`config.mk`:
```
export PLATFORM = sky130hd
export DESIGN_NAME = i2s_transceiver
export DESIGN_NICKNAME = d
export VERILOG_FILES = /design/src/rtl/i2s_transceiver.sv
export SDC_FILE = /design/constraint.sdc
export NUM_CORES = 1
export LEC_CHECK = 0
export ABC_AREA = 1
export CORE_ASPECT_RATIO = 0.75
export CORE_MARGIN = 8
export CORE_UTILIZATION = 55
export CTS_CLUSTER_DIAMETER = 150
export DETAILED_ROUTE_END_ITERATION = 12
export PLACE_DENSITY = 0.79
export RECOVER_POWER = 25
export SETUP_SLACK_MARGIN = 0.4
export SYNTH_ARGS = -nofsm -noshare
export SYNTH_HDL_FRONTEND = slang
export SYNTH_SLANG_ARGS = --single-unit
```
`constraint.sdc`:
```
create_clock -name clk -period 14.07 [get_ports clk]
set_input_delay 2.814 -clock clk [delete_from_list [all_inputs] [get_ports clk]]
set_output_delay 2.814 -clock clk [all_outputs]
set_load 0.01 [all_outputs]
```
`src/rtl/i2s_transceiver.sv`:
```
// -----------------------------------------------------------------------------
// i2s_transceiver
//
// Full-duplex I2S / left-justified audio transceiver, master mode. All audio
// clocks (mclk, sclk, lrck) are derived from clk by one divider counter, so
// the whole block lives in the clk domain.
//
// Ports
//   clk, reset       system clock, synchronous active-high reset
//   enable           run audio clocks and frames (low = clocks parked at 0)
//   leftJustified    1 = left-justified framing, 0 = I2S (one-bit delay);
//                    sampled only at frame start
//   txData/txValid   {left,right} playback sample, accepted when txReady
//   txReady          single-entry holding register is empty
//   rxData/rxValid   {left,right} captured sample, rxValid is a 1-cycle pulse
//   underrun         sticky: a frame started with no playback word available
//   clearUnderrun    clears underrun (a simultaneous set wins)
//   mclk/sclk/lrck   audio clocks
//   dac / adc        serial playback / capture data
// -----------------------------------------------------------------------------
module i2s_transceiver #(
    parameter int DATA_WIDTH = 24,
    parameter int SLOT_WIDTH = 32,
    parameter int MCLK_HALF  = 2,
    parameter int SCLK_HALF  = 8
) (
    input  logic                      clk,
    input  logic                      reset,
    input  logic                      enable,
    input  logic                      leftJustified,
    input  logic [2*DATA_WIDTH-1:0]   txData,
    input  logic                      txValid,
    output logic                      txReady,
    output logic [2*DATA_WIDTH-1:0]   rxData,
    output logic                      rxValid,
    output logic                      underrun,
    input  logic                      clearUnderrun,
    output logic                      mclk,
    output logic                      sclk,
    output logic                      lrck,
    output logic                      dac,
    input  logic                      adc
);

    localparam int FW         = 2 * DATA_WIDTH;
    localparam int FRAME_BITS = 2 * SLOT_WIDTH;
    localparam int DIV_MAX    = 2 * SCLK_HALF - 1;
    localparam int DCW        = (2 * SCLK_HALF > 1) ? $clog2(2 * SCLK_HALF) : 1;
    localparam int MCW        = (MCLK_HALF > 1) ? $clog2(MCLK_HALF) : 1;
    localparam int BCW        = $clog2(FRAME_BITS);

    typedef enum logic [1:0] {
        stIdle,   // disabled
        stSync,   // enabled, waiting for the first sclk falling edge
        stRun     // framing active
    } stateType;

    stateType         state;
    stateType         nextState;

    logic [DCW-1:0]   divCnt;
    logic [MCW-1:0]   mclkCnt;
    logic [BCW-1:0]   bitCnt;
    logic [BCW-1:0]   nextBitCnt;

    logic             sclkRise;
    logic             sclkFall;
    logic             mclkTick;
    logic             running;
    logic             frameStart;

    logic             holdFull;
    logic [FW-1:0]    holdData;
    logic [FW-1:0]    txWord;
    logic [FW-1:0]    loadWord;
    logic [FW-1:0]    frameWord;
    logic             ljFrame;
    logic             nextLj;
    logic             underrunSet;

    logic [FW-2:0]    rxShift;
    int               rxPos;
    logic             rxBitValid;
    logic             rxLastBit;

    // Position of a bit count inside its channel's data field: 0 = MSB.
    // Values outside 0..DATA_WIDTH-1 mark padding bits of the slot.
    function automatic int slotPos(input logic [BCW-1:0] cnt, input logic lj);
        int s;
        s = int'(cnt);
        if (s >= SLOT_WIDTH)
            s = s - SLOT_WIDTH;
        return lj ? s : s - 1;
    endfunction

    // Serial bit driven for a given bit count of a {left,right} frame word.
    function automatic logic txBit(input logic [FW-1:0]  word,
                                   input logic [BCW-1:0] cnt,
                                   input logic           lj);
        int pos;
        int n;
        pos = slotPos(cnt, lj);
        if (pos < 0 || pos >= DATA_WIDTH)
            return 1'b0;
        n = (int'(cnt) >= SLOT_WIDTH) ? (DATA_WIDTH - 1 - pos) : (FW - 1 - pos);
        return |(word & (FW'(1) << n));
    endfunction

    // -------------------------------------------------------------------------
    // Clock divider: one counter spans a full sclk period; mclk has its own
    // small counter that wraps in step because SCLK_HALF is a multiple of
    // MCLK_HALF, keeping every sclk edge on an mclk edge.
    // -------------------------------------------------------------------------
    always_comb begin
        sclkRise = enable && (divCnt == DCW'(SCLK_HALF - 1));
        sclkFall = enable && (divCnt == DCW'(DIV_MAX));
        mclkTick = enable && (mclkCnt == MCW'(MCLK_HALF - 1));
    end

    always_ff @(posedge clk) begin
        if (reset || !enable) begin
            divCnt  <= '0;
            mclkCnt <= '0;
            mclk    <= 1'b0;
            sclk    <= 1'b0;
        end else begin
            divCnt  <= (divCnt == DCW'(DIV_MAX)) ? '0 : divCnt + DCW'(1);
            mclkCnt <= mclkTick ? '0 : mclkCnt + MCW'(1);
            if (mclkTick)
                mclk <= ~mclk;
            if (sclkRise)
                sclk <= 1'b1;
            else if (sclkFall)
                sclk <= 1'b0;
        end
    end

    // -------------------------------------------------------------------------
    // Framing FSM
    // -------------------------------------------------------------------------
    always_ff @(posedge clk) begin
        if (reset)
            state <= stIdle;
        else
            state <= nextState;
    end

    always_comb begin
        nextState = state;
        if (!enable)
            nextState = stIdle;
        else if (sclkFall)
            nextState = stRun;
        else if (state == stIdle)
            nextState = stSync;
    end

    // The bit counter sits at 0 until framing starts, so the first falling
    // edge after enable is treated as a wrap to 0 rather than an advance.
    always_comb begin
        running    = (state == stRun);
        frameStart = sclkFall && (!running || bitCnt == BCW'(FRAME_BITS - 1));
    end

    // -------------------------------------------------------------------------
    // Playback path
    // -------------------------------------------------------------------------
    always_comb begin
        txReady     = ~holdFull;
        underrunSet = frameStart && !holdFull && !txValid;
        if (holdFull)
            loadWord = holdData;
        else if (txValid)
            loadWord = txData;
        else
            loadWord = '0;
        frameWord  = frameStart ? loadWord : txWord;
        nextLj     = frameStart ? leftJustified : ljFrame;
        nextBitCnt = frameStart ? '0 : bitCnt + BCW'(1);
    end

    // A word offered in the frame-start cycle with the holding register empty
    // goes straight to the frame word and never occupies the holding register.
    always_ff @(posedge clk) begin
        if (reset) begin
            holdFull <= 1'b0;
            holdData <= '0;
            txWord   <= '0;
            ljFrame  <= 1'b0;
            underrun <= 1'b0;
        end else begin
            if (frameStart) begin
                txWord  <= loadWord;
                ljFrame <= leftJustified;
                if (holdFull)
                    holdFull <= 1'b0;
            end else if (txValid && !holdFull) begin
                holdData <= txData;
                holdFull <= 1'b1;
            end

            if (underrunSet)
                underrun <= 1'b1;
            else if (clearUnderrun)
                underrun <= 1'b0;
        end
    end

    // Bit counter, lrck and dac all move together on the sclk falling edge;
    // the values driven are those of the count being entered.
    always_ff @(posedge clk) begin
        if (reset || !enable) begin
            bitCnt <= '0;
            lrck   <= 1'b0;
            dac    <= 1'b0;
        end else if (sclkFall) begin
            bitCnt <= nextBitCnt;
            lrck   <= (nextBitCnt >= BCW'(SLOT_WIDTH));
            dac    <= txBit(frameWord, nextBitCnt, nextLj);
        end
    end

    // -------------------------------------------------------------------------
    // Capture path
    // -------------------------------------------------------------------------
    always_comb begin
        rxPos      = slotPos(bitCnt, ljFrame);
        rxBitValid = running && (rxPos >= 0) && (rxPos < DATA_WIDTH);
        rxLastBit  = rxBitValid && (bitCnt >= BCW'(SLOT_WIDTH)) &&
                     (rxPos == DATA_WIDTH - 1);
    end

    // Data bits are shifted in MSB first, left then right; a full frame shifts
    // exactly FW bits, so leftovers from an abandoned frame fall off the end.
    always_ff @(posedge clk) begin
        if (reset) begin
            rxShift <= '0;
            rxData  <= '0;
            rxValid <= 1'b0;
        end else begin
            rxValid <= 1'b0;
            if (sclkRise && rxBitValid) begin
                rxShift <= (FW-1)'({rxShift, adc});
                if (rxLastBit) begin
                    rxData  <= {rxShift, adc};
                    rxValid <= 1'b1;
                end
            end
        end
    end

endmodule

```
Word level (Yosys, flattened, before mapping)

Index checks and enable logic that the tools add are counted.

Word-level logic and storage cells: 102
Register bits after elaboration: 212
Output and inout port bits: 55
Input port bits: 55

Bitwise gates (word level): 6
$add $sub $neg: 9
Reduce and logical (&&, ||, !) cells: 32
Magnitude comparators: 8
Muxes and demuxes: 24
Shifts and indexed selects: 1
Equal/unequal tests: 5

Operator list:

| operator                | number |
|---|---|
| $mux W32                | 7 |
| $mux W48                | 3 |
| $sub A32 B2 Y32 const B | 2 |
| $and A48 B48 Y48        | 1 |
| $reduce_or A48 Y1       | 1 |
| $shl A1 B32 Y48 const A | 1 |
| $eq A32 B6 Y1 const B   | 1 |
| $ge A32 B1 Y1 const B   | 1 |
| $ge A32 B6 Y1 const B   | 1 |
| $lt A32 B1 Y1 const B   | 1 |
| $lt A32 B6 Y1 const B   | 1 |
| $sub A6 B32 Y32 const A | 1 |
| $sub A7 B32 Y32 const A | 1 |
| $ge A6 B6 Y1 const B    | 4 |
| $sub A6 B6 Y7 const B   | 2 |
| $logic_and A1 B1 Y1     | 12 |
| $mux W1                 | 11 |
| $reduce_or A2 Y1        | 5 |
| $add A6 B1 Y6 const B   | 1 |
| $eq A6 B6 Y1 const B    | 1 |
| $mux W6                 | 1 |
| $reduce_bool A2 Y1      | 3 |
| $not A1 Y1              | 5 |
| $add A4 B1 Y4 const B   | 1 |
| 10 further kinds        | 17 |

Longest topological paths before layout

Depth after elaboration: 17
Depth in mapped cells: 41
Depth with buffers taken out: 40

Least setup slack after synthesis

Ideal clock, no wire load.

Path type: input-to-reg
From: in enable
To: reg dac
Required time: 14.001 ns
Slack: 7.510 ns
Stages: 33
Setup time: 0.069 ns
Path buffers: 1
Arrival time: 6.491 ns
Cell sequence: inv_1 nor2_8 nand2_4 buf_6 nand2_1 ha_1 nand2_1 ha_1 or2_2 ha_1 o311ai_1 nand2_2 nor2_4 nand2_1 nand3_1 nand2_1 clkinv_1 nand2_1 nor2_2 nand2_2 nor2_4 nand4_1 nor2_2 nand2_1 o21ai_1 nor2_1 nand2_1 o21ai_1 nand2_1 nand2_1 nand2_1 nand2_1 a21oi_2

Longest elaborated chain between the ends: 15
Elaborated cells on any way between the ends: 27
Those cells by class: add/sub: 4; order compare: 3; shift: 1; mux: 12; bitwise: 1; reduce/logical: 6

RTL lines:

| item                                                  | line        | text |
|---|---|---|
| start: declaration                                    | 29          | `input logic enable,` |
| $logic_and A1 B1 Y1                                   | 116         | `sclkFall = enable && (divCnt == DCW'(DIV_MAX));` |
| $logic_and A1 B1 Y1                                   | 162         | `frameStart = sclkFall && (!running \|\| bitCnt == BCW'(FRAME_BITS - 1));` |
| $mux W6                                               | 179         | `nextBitCnt = frameStart ? '0 : bitCnt + BCW'(1);` |
| $sub A6 B6 Y7 / $ge A6 B6 Y1 (equally long branches)  | 92, 91, 105 |  |
| $mux W32                                              | 91          | `if (s >= SLOT_WIDTH)` |
| $mux W32                                              | 216         | `end else if (sclkFall) begin` |
| $mux W32                                              | 212         | `if (reset \|\| !enable) begin` |
| $sub A32 B2 Y32                                       | 93          | `return lj ? s : s - 1;` |
| $mux W32                                              | 93          |  |
| $sub A7 B32 Y32, or another cell as far along         | 105         | `n = (int'(cnt) >= SLOT_WIDTH) ? (DATA_WIDTH - 1 - pos) : (FW - 1 - pos);` |
| $mux W32 / $logic_or A1 B1 Y1 (equally long branches) | 105, 103    |  |
| $shl A1 B32 Y48 / $mux W1 (equally long branches)     | 106, 103    |  |
| $and A48 B48 Y48 / $mux W1 (equally long branches)    | 106, 216    |  |
| $reduce_or A48 Y1 / $mux W1 (equally long branches)   | 106, 212    |  |
| $mux W1                                               | 105         |  |
| end signal: assignment                                | 219         | `dac <= txBit(frameWord, nextBitCnt, nextLj);` |
| end: declaration                                      | 41          | `output logic dac,` |

Parallel ways exist; a longest one is shown, timed or not. The select of a mux whose other input is x is not followed.
A chain may end at the register's enable or synchronous reset.

Worst setup path after layout

Same ends and word-level chain as after synthesis.

==> out/qor.yml <==
sta:
  finalHoldViolCount: 0
  fin_tns_setup_ns: 0
  min_period_ns: 8.13
  tightest_slew_ns: 3.29
  clock_skew_ns: 0.0196
  finalSetupViolations: 0
  grt_setup_unrepaired: "false"
  fin_crit_sh_pct: 57.8
  hold_ws_ns: 0.436
  slew_violations: 137
  fmax_mhz: 123
  max_slew_margin_pct: -119
synth:
  async_reset_ff_share_pct: 0
  syn_inst: 1611
  synth_ff_type: "dfxtp_1"
  synth-edff-count: 0
  ys_warn_count: 0
  syn_avg_cell_area_um2: 6.91
  yosysUniqueCellTypes: 47
  yosysSeqAreaShare_pct: 38.1
  synth_seq_cells: 212
  synth.cell_area_um2: 11100
die:
  dieWidth_um: 180
  die_h_um: 139
  die_area_um2: 25100
  num_rows: 45
  ios: 110
  core_area_um2: 20000
  initial_utilization_pct: 55.6
clocking:
  cts_buffers: 22
  cts_buffer_depth: 3
  holdBufCountCts: 0
  clkLatencyLatePin_ns: 0.51
  cts_resized: 0
  cts_tree: "built"
  htreeDepth: 1
  clockRootBuffer: "clkbuf_16"
  clock_sinks: 212
  clkTransAtPathRegs_ns: 0.06
  post_cts_buffers: 0
drt:
  wl_per_cell_um: 15.2
  drc: 0
  drt-vias-per-instance: 5.34
  vias: 10426
  ant_nets: 0
  dr.pass1.iters: 6
  finalWirelength_mm: 29.7
  drt_iter0_drc: 964
setup_path:
  path_max_fanout: 14
  slowest_delay_ns: 0.61
  critPathArrivalTime_ns: 8.56
  end_kind: "flop"
  required_ns: 14.50
  critical_path.slowest_cell: "nand2_1"
  startpoint_type: "input port"
  criticalPathCategory: "input port to flop"
  crit_top_cell: "nand2_1"
run_status:
  status: "finished with violations"
  violations: "max-capacitance violations, max-slew violations"
power_and_ir_drop:
  total_power_w: 0.00128
  power_density_nw_per_um2: 98.8
  ir_worst_vdd_v: 0.0000751
  p_leak_nw: 5.22
final_layout:
  nets: 1765
  drive_above_1_share_pct: 7.32
  syn_to_final_growth_pct: 16.6
  final_area_um2: 13000
  antenna_cells: 0
grt:
  grt_first_pass_wirelength_mm: 48.7
  grt.total_usage_pct: 22.9
  grt-ovfl-total: 0
  grt_max_degree: 96
  antenna_found_initial: 2
  grt_pass1_vias: 9563
placement:
  portBuffers: 109
  placed_cell_area_um2: 12300
  gp_congestion: 0.930
  hpwlAfterDp_mm: 20.9
worst_hold_path:
  hold_path.class: "flop to flop"
flow_run:
  maxCapViolations: 2
-- worst paths after layout --
kind | startpoint | endpoint | slack, ns | cells after the start
max reg2reg | divCnt[0] | dac | 8.12 | 36
min | mclkCnt | mclkCnt | 0.44 | 1
min reg2reg | mclkCnt | mclkCnt | 0.44 | 1
max | enable | dac | 5.94 | 34
-- critical path: cells and delay by family --
family                     cells  cell delay [ns]
AOI/OAI and AO/OA              3             0.41
and+or+nand+nor               24             3.72
buffers and inverters          4             0.75
adders and majority gates      3             0.85
-- synth_stat cells, drive strengths merged, types with 4 or more instances --
cell type / instances / area, um2
a31oi: 5 / 31.3
ha: 28 / 350
inv: 242 / 908
o21ai: 217 / 1090
nand4: 37 / 250
buf: 13 / 103
nand3: 113 / 633
xor2: 9 / 78.8
or2: 4 / 25.0
clkinv: 6 / 23.8
clkbuf: 75 / 282
dfxtp: 212 / 4240
o211ai: 17 / 163
nor2: 138 / 624
a22o: 16 / 140
nor3: 9 / 55.1
nand2: 317 / 1310
a21oi: 139 / 699
-- per-stage QoR --
stage | setup slack, ns | util [%] | std cells
floorplan | 7.51 | - | 1629
global placement | 6.42 | 61.4 | 1916
detailed placement | 6.35 | 61.4 | 1916
CTS | 6.87 | 64.9 | 1951
global route | 5.40 | 64.8 | 1951
finish | 5.94 | 64.8 | 1951
-- power breakdown --
group	leakage [nW]	switching (W)	internal, W
clock	0.344	0.000236	0.000332
sequential	1.72	0.00000544	0.000611
combinational	3.16	0.0000613	0.0000378
total	5.22	0.000302	0.000981
-- layout make-up --
cell class,count,area (um2)
multi-input cells,1081,5640
well taps,258,323
inverters,248,932
fillers,1817,7060
clock buffers,30,631
repair buffers,117,1140
flip-flops and latches,212,4240
clock inverters,5,77.6
-- routing by layer --
layer  routed length, um  up-vias  track usage [%]  share of wire (%)
li1                    -     5340                -                  -
met1               14100     4722             32.3                 47
met2               12800      320             35.3                 43
met3                2230       40             5.12                7.5
met4                 518        4             4.82                1.7
met5                  27        -                0              0.091
-- placed cells by master (no fill, tap or decap), types with 8 or more instances in the layout --
cell,instances
a21oi_1,138
a22o_1,16
clkbuf_16,22
clkdlybuf4s50_1,87
conb_1,19
dfxtp_1,212
dlygate4sd3_1,21
ha_1,28
inv_1,232
inv_2,10
nand2_1,297
nand2_2,10
nand2_4,9
nand3_1,103
nand4_1,34
nor2_1,114
nor2_2,16
nor2_4,8
o211ai_1,10
o21ai_0,203
o21ai_1,14
xor2_1,9
-- flip-flops by register name (all words and copies together) (netlist names) --
name / count
holdData: 48
rxData: 48
txWord: 48
rxShift: 47
bitCnt: 6
divCnt: 4
state: 2
dac: 1
holdFull: 1
ljFrame: 1
lrck: 1
mclk: 1
mclkCnt: 1
rxValid: 1
sclk: 1
underrun: 1
-- cell families (layout without fill, tap and decap cells) --
logic type / count (synthesis) / count (layout) / synth area share (%)
and+or+nand+nor: 622 / 622 / 26.2
AOI/OAI and AO/OA: 399 / 399 / 19.6
buffers and inverters: 336 / 400 / 11.8
DFF: 212 / 212 / 38.1
adders and majority gates: 28 / 28 / 3.15
xor gates and xnor gates: 11 / 11 / 0.865
muxes: 2 / 2 / 0.180
other: 1 / 19 / 0.0337
No activity file was read; power rests on OpenSTA's default activity.
